--- src/rtl/uart_pkg.sv ---
// rtl/uart_pkg.sv - shared UART state encodings and oversampling constants
package uart_pkg;

    typedef enum logic [1:0] {
        ST_IDLE  = 2'd0,
        ST_START = 2'd1,
        ST_DATA  = 2'd2,
        ST_STOP  = 2'd3
    } uart_state_t;

    // 16x oversampling: tick 7 is mid start bit, tick 15 closes each bit period
    localparam logic [3:0] OSR_MID  = 4'd7;
    localparam logic [3:0] OSR_LAST = 4'd15;

endpackage

--- src/rtl/uart_rx_if.sv ---
// rtl/uart_rx_if.sv - serial input, control and read-handshake signals of the receiver
interface uart_rx_if #(parameter int N = 8);
    logic         rx_i;
    logic         tick_i;
    logic         rx_en_i;
    logic         data_re_i;
    logic [N-1:0] data_o;
    logic         data_valid_o;
    logic         frame_err_o;
    logic         overrun_o;
    logic         busy_o;

    modport master (
        input  rx_i, tick_i, rx_en_i, data_re_i,
        output data_o, data_valid_o, frame_err_o, overrun_o, busy_o
    );

    modport slave (
        output rx_i, tick_i, rx_en_i, data_re_i,
        input  data_o, data_valid_o, frame_err_o, overrun_o, busy_o
    );
endinterface

--- src/rtl/uart_rx_sync.sv ---
// rtl/uart_rx_sync.sv - two-flop line synchronizer with falling-edge detect
module uart_rx_sync (
    input  logic clk_i,
    input  logic rst_i,
    input  logic rx_i,
    output logic rx_s_o,
    output logic fall_o
);
    logic meta_q, meta_d;
    logic sync_q, sync_d;
    logic prev_q, prev_d;

    always_comb begin
        meta_d = rx_i;
        sync_d = meta_q;
        prev_d = sync_q;
    end

    // Idle line is high, so reset to 1 to avoid a spurious start edge.
    always_ff @(posedge clk_i) begin
        if (!rst_i) begin
            meta_q <= 1'b1;
            sync_q <= 1'b1;
            prev_q <= 1'b1;
        end else begin
            meta_q <= meta_d;
            sync_q <= sync_d;
            prev_q <= prev_d;
        end
    end

    assign rx_s_o = sync_q;
    assign fall_o = prev_q & ~sync_q;
endmodule

--- src/rtl/uart_rx.sv ---
// rtl/uart_rx.sv - 16x oversampled UART receiver with valid/read handshake
module uart_rx
    import uart_pkg::*;
#(
    parameter int N = 8
) (
    input logic       clk_i,
    input logic       rst_i,
    uart_rx_if.master bus
);
    localparam int BW = $clog2(N + 1);

    logic rx_s;
    logic fall;

    uart_state_t  state_q, state_d;
    logic [3:0]   cnt_q, cnt_d;
    logic [BW-1:0] bitcnt_q, bitcnt_d;
    logic [N-1:0] shift_q, shift_d;
    logic [N-1:0] data_q, data_d;
    logic         valid_q, valid_d;
    logic         ferr_q, ferr_d;
    logic         ovr_q, ovr_d;

    uart_rx_sync u_sync (
        .clk_i  (clk_i),
        .rst_i  (rst_i),
        .rx_i   (bus.rx_i),
        .rx_s_o (rx_s),
        .fall_o (fall)
    );

    always_comb begin
        state_d  = state_q;
        cnt_d    = cnt_q;
        bitcnt_d = bitcnt_q;
        shift_d  = shift_q;
        data_d   = data_q;
        valid_d  = valid_q & ~bus.data_re_i;
        ferr_d   = 1'b0;
        ovr_d    = 1'b0;

        unique case (state_q)
            ST_IDLE: begin
                if (fall && bus.rx_en_i) begin
                    state_d = ST_START;
                    cnt_d   = 4'd0;
                end
            end
            ST_START: begin
                if (bus.tick_i) begin
                    if (cnt_q == OSR_MID) begin
                        cnt_d    = 4'd0;
                        bitcnt_d = '0;
                        state_d  = rx_s ? ST_IDLE : ST_DATA;
                    end else begin
                        cnt_d = cnt_q + 4'd1;
                    end
                end
            end
            ST_DATA: begin
                if (bus.tick_i) begin
                    if (cnt_q == OSR_LAST) begin
                        shift_d  = {shift_q[N-2:0], rx_s};
                        cnt_d    = 4'd0;
                        bitcnt_d = bitcnt_q + BW'(1);
                        if (bitcnt_d == BW'(N)) begin
                            state_d = ST_STOP;
                        end
                    end else begin
                        cnt_d = cnt_q + 4'd1;
                    end
                end
            end
            ST_STOP: begin
                if (bus.tick_i) begin
                    if (cnt_q == OSR_LAST) begin
                        state_d = ST_IDLE;
                        cnt_d   = 4'd0;
                        // A read on the load cycle frees the slot, so the new word wins.
                        if (!rx_s) begin
                            ferr_d = 1'b1;
                        end else if (!valid_q || bus.data_re_i) begin
                            data_d  = shift_q;
                            valid_d = 1'b1;
                        end else begin
                            ovr_d = 1'b1;
                        end
                    end else begin
                        cnt_d = cnt_q + 4'd1;
                    end
                end
            end
            default: state_d = ST_IDLE;
        endcase
    end

    always_ff @(posedge clk_i) begin
        if (!rst_i) begin
            state_q  <= ST_IDLE;
            cnt_q    <= 4'd0;
            bitcnt_q <= '0;
            shift_q  <= '0;
            data_q   <= '0;
            valid_q  <= 1'b0;
            ferr_q   <= 1'b0;
            ovr_q    <= 1'b0;
        end else begin
            state_q  <= state_d;
            cnt_q    <= cnt_d;
            bitcnt_q <= bitcnt_d;
            shift_q  <= shift_d;
            data_q   <= data_d;
            valid_q  <= valid_d;
            ferr_q   <= ferr_d;
            ovr_q    <= ovr_d;
        end
    end

    assign bus.data_o       = data_q;
    assign bus.data_valid_o = valid_q;
    assign bus.frame_err_o  = ferr_q;
    assign bus.overrun_o    = ovr_q;
    assign bus.busy_o       = (state_q != ST_IDLE);
endmodule

--- src/flat_wrapper.sv ---
// flat-port wrapper written by rule: the top's interface ports become plain ports
module uart_rx_flat import uart_pkg::*;
#(
    parameter int N = 8
)
  (clk_i, rst_i, bus_rx_i, bus_tick_i, bus_rx_en_i, bus_data_re_i, bus_data_o, bus_data_valid_o, bus_frame_err_o, bus_overrun_o, bus_busy_o);
  uart_rx_if #(.N(N)) bus_i ();
  input logic clk_i;
  input logic rst_i;
  input wire logic [$bits(bus_i.rx_i)-1:0] bus_rx_i;
  input wire logic [$bits(bus_i.tick_i)-1:0] bus_tick_i;
  input wire logic [$bits(bus_i.rx_en_i)-1:0] bus_rx_en_i;
  input wire logic [$bits(bus_i.data_re_i)-1:0] bus_data_re_i;
  output wire logic [$bits(bus_i.data_o)-1:0] bus_data_o;
  output wire logic [$bits(bus_i.data_valid_o)-1:0] bus_data_valid_o;
  output wire logic [$bits(bus_i.frame_err_o)-1:0] bus_frame_err_o;
  output wire logic [$bits(bus_i.overrun_o)-1:0] bus_overrun_o;
  output wire logic [$bits(bus_i.busy_o)-1:0] bus_busy_o;
  assign bus_i.rx_i = bus_rx_i;
  assign bus_i.tick_i = bus_tick_i;
  assign bus_i.rx_en_i = bus_rx_en_i;
  assign bus_i.data_re_i = bus_data_re_i;
  assign bus_data_o = bus_i.data_o;
  assign bus_data_valid_o = bus_i.data_valid_o;
  assign bus_frame_err_o = bus_i.frame_err_o;
  assign bus_overrun_o = bus_i.overrun_o;
  assign bus_busy_o = bus_i.busy_o;
  uart_rx #(.N(N)) u_core (.clk_i(clk_i), .rst_i(rst_i), .bus(bus_i));
endmodule
--- config.mk ---
export PLATFORM = sky130hd
export DESIGN_NAME = uart_rx_flat
export DESIGN_NICKNAME = d
export VERILOG_FILES = /design/src/rtl/uart_pkg.sv /design/src/rtl/uart_rx_if.sv /design/src/rtl/uart_rx_sync.sv /design/src/rtl/uart_rx.sv /design/src/flat_wrapper.sv
export SDC_FILE = /design/constraint.sdc
export NUM_CORES = 1
export LEC_CHECK = 0
export CORE_MARGIN = 3
export CORE_UTILIZATION = 35
export CTS_CLUSTER_SIZE = 20
export DETAILED_ROUTE_END_ITERATION = 8
export SYNTH_ARGS = -nofsm -noshare
export SYNTH_HDL_FRONTEND = slang
export SYNTH_SLANG_ARGS = --single-unit
--- constraint.sdc ---
create_clock -name clk_i -period 3.3 [get_ports clk_i]
set_clock_uncertainty 0.1 [all_clocks]
set_input_delay 0.66 -clock clk_i [delete_from_list [all_inputs] [get_ports clk_i]]
set_output_delay 0.66 -clock clk_i [all_outputs]
set_load 0.01 [all_outputs]
==> results.py <==
metrics = {
    "setup_path": {
        "path_buf_inv": 2,
        "arrival_ns": 1.61,
        "slowest_stage": "dfxtp_1",
        "crit_chain": "nor2_1, inv_1, clkdlybuf4s50_1",
        "critPathMaxFanout": 11,
        "r2r-start": "u_core.cnt_q[0]$_SDFFE_PN0P_",
        "critPathLaunchType": "flop",
        "end_kind": "output pin",
        "cp.required_ns": 2.54,
        "critical_path.max_stage_delay_ns": 0.56,
        "worstSetupPathType": "flop to output pin",
        "path_delay_family": "buffers and inverters",
    },
    "synth": {
        "yosysUniqueCellTypes": 37,
        "ys_warn_count": 0,
        "syn_area_mm2": 0.00142,
        "seq_area_frac_synth_pct": 45.1,
        "muxShareOfSynthArea_pct": 9.26,
        "synth-adder-area-share_pct": 1.76,
        "syn_avg_cell_area_um2": 9.46,
        "netlist_instances": 150,
        "synth_xor_area_share_pct": 1.23,
        "synth_top_family_by_area": "simple AND/OR/NAND/NOR gates",
        "synth-compound-area-share_pct": 10.8,
        "yosys.area_share.simple_pct": 27.6,
        "synth_seq_cells": 32,
        "syn-num-nets": 158,
    },
    "global_routing": {
        "grt_pass1_wl_um": 4590,
        "grt_max_degree": 40,
        "grt_pass1_vias": 1033,
        "grt_usage_pct": 11.5,
        "antenna_found_initial": 0,
        "grt_overflow": 0,
    },
    "layout": {
        "mostFrequentLayoutCells": "dfxtp_1 (32), clkdlybuf4s50_1 (17), nor2b_1 (16)",
        "post-route-util_pct": 45.2,
        "drive_above_1_share_pct": 10.2,
        "multiInputGateArea_um2": 719,
        "final_common_cell": "dfxtp_1",
        "antenna_cells": 0,
        "seqCellArea_um2": 641,
        "area_growth_pct": 20.2,
        "fill_cells": 364,
        "nNetsFinal": 174,
    },
    "cts": {
        "clock_latency_ns": 0.28,
        "cts_inserted_buffers": 5,
        "h-tree-depth": 2,
        "path_clk_slew_ns": 0.06,
        "post_cts_buffers": 0,
        "cts_root_buffer": "clkbuf_8",
        "cts_resized": 0,
        "clock_sinks": 32,
        "cts_buffer_depth": 2,
        "cts_hold_buf": 0,
        "cts_tree": "done",
    },
    "run": {
        "maxCapViolCount": 0,
    },
    "power_and_ir_drop": {
        "ir_drop_uv": 248,
        "power_density_mw_per_mm2": 431,
        "pwr-share-comb_pct": 3.3,
        "p_sw_share_pct": 20.2,
        "clkPwrFrac_pct": 43.5,
        "pwr-share-seq_pct": 53.2,
        "p_int_uw": 587,
        "p_leak_nw": 0.582,
        "switchingPower_uw": 149,
    },
    "detailed_routing": {
        "firstDrtPassIters": 4,
        "wl_per_cell_um": 12.1,
        "drc": 0,
        "vias_per_cell": 4.94,
        "totalWireLength_um": 2590,
        "routed-via-count": 1057,
        "drtAntennaViolNets": 0,
        "first_iter_violations": 63,
    },
    "timing": {
        "fin_setup_tns_ns": 0,
        "drv_slew": 0,
        "min_period_ns": 2.37,
        "fmax_mhz": 422,
        "timing.final.crit_share_pct": 71.9,
        "rsz0062_at_grt": "false",
        "max-slew-margin-rel_pct": 57.5,
        "setup_viol": 0,
        "final-hold-violation-count": 0,
        "tightest_slew_ns": 0.637,
    },
    "placed_design": {
        "io_buffer_count": 17,
        "gp_congestion": 0.801,
        "post-dp-hpwl_um": 1770,
    },
    "min_path": {
        "hp-class": "flop to flop",
        "hp-start": "u_core.u_sync.meta_q$_SDFF_PN1_",
    },
    "floorplanning": {
        "die-area_mm2": 0.00485,
        "die_w_um": 69.7,
        "initial_utilization_pct": 37.6,
        "ios": 18,
        "design.core.area_mm2": 0.00377,
        "die_h_um": 69.7,
        "rows": 22,
    },
    "run_status": {
        "outcome": "complete, no violations",
    },
}
## path summary, 6_finish.rpt
kind / cells past startpoint / slack, ns / endpoint
max reg2reg: 5 / 1.31 / u_core.shift_q[7]$_SDFFE_PN0P_
max: 3 / 0.93 / bus_busy_o
min reg2reg: 1 / 0.31 / u_core.u_sync.rx_s_o$_SDFF_PN1_
min: 1 / 0.31 / u_core.u_sync.rx_s_o$_SDFF_PN1_
## logic make-up (layout without fill, tap and decap cells)
kind of cell	after synthesis	count (layout)
buffers and inverters	12	28
AOI/OAI and AO/OA	23	23
adders and majority gates	2	2
xor gates and xnor gates	2	2
muxes	13	13
DFF	32	32
and+or+nand+nor	66	66
## power by group through the flow
stage | registers [mW] | logic (mW) | clock network, mW
2_1_floorplan | 0.398 | 0.0151 | 0
3_3_place_gp | 0.400 | 0.0245 | 0
3_5_place_dp | 0.400 | 0.0249 | 0
4_1_cts | 0.391 | 0.0249 | 0.334
5_1_grt | 0.391 | 0.0272 | 0.354
6_report | 0.391 | 0.0246 | 0.320
## area by class of cell
cell class / instances / share of cell area [%]
repair buffers: 18 / 10.4
clock buffers: 7 / 5.65
inverters: 3 / 0.660
flip-flops and latches: 32 / 37.6
well taps: 48 / 3.52
multi-input cells: 106 / 42.2
## per-stage QoR
stage          total power [mW]  hold slack (ns)  instances  worst slack, ns  area, um2
2_1_floorplan             0.413            0.286        150             1.66       1420
3_3_place_gp              0.424            0.295        207            0.730       1610
3_5_place_dp              0.425            0.304        207            0.687       1610
4_1_cts                   0.750            0.319        214            0.917       1710
5_1_grt                   0.772            0.327        214            0.802       1710
6_report                  0.736            0.315        214            0.928       1710
## synthesized netlist by cell type (all sizes together)
| cell type | number | area (um2) |
|---|---|---|
| mux2i | 12 | 120 |
| o21a | 3 | 22.5 |
| a41oi | 2 | 17.5 |
| dfxtp | 32 | 641 |
| a22oi | 1 | 7.51 |
| o2111ai | 1 | 15.0 |
| and2 | 1 | 7.51 |
| mux2 | 1 | 11.3 |
| a21oi | 2 | 13.8 |
| clkbuf | 5 | 18.8 |
| nand3b | 1 | 7.51 |
| inv | 3 | 11.3 |
| and3 | 1 | 6.26 |
| nor4b | 1 | 8.76 |
| nand2b | 3 | 18.8 |
| nand3 | 11 | 55.1 |
| nor3 | 4 | 31.3 |
| nor2b | 16 | 100 |
| nand4 | 1 | 21.3 |
| nand2 | 14 | 52.6 |
| nor2 | 9 | 33.8 |
| o21ai | 11 | 55.1 |
| a21boi | 2 | 15.0 |
| nor3b | 3 | 38.8 |
| xor2 | 1 | 8.76 |
| xnor2 | 1 | 8.76 |
| buf | 4 | 28.8 |
| ha | 2 | 25.0 |
| and3b | 1 | 10.0 |
| a211oi | 1 | 7.51 |
## flip-flops by register name, indices dropped and copies added, names as in the netlist, 4 cells and up, named ones only
signal and count:
u_core.bus.data_o 8, u_core.shift_q 8, u_core.bitcnt_q 4, u_core.cnt_q 4
## metal layers
| layer | vias to the layer above | share of wire, % | global-route usage (%) |
|---|---|---|---|
| li1 | 542 | - | - |
| met1 | 482 | 47 | 13.8 |
| met2 | 31 | 48 | 18.6 |
| met3 | 2 | 4.9 | 4.64 |
| met4 | 0 | 0.31 | 3.62 |
| met5 | - | 0 | 0 |
## worst reg2reg max path, stage by stage, from the launching register on
cell and delay, ns:
dfxtp_1 0.39, ha_1 0.29, nand4_4 0.18, nor3b_4 0.60, mux2i_1 0.26, nor2b_1 0.06
(Power assumes the default switching activity.)
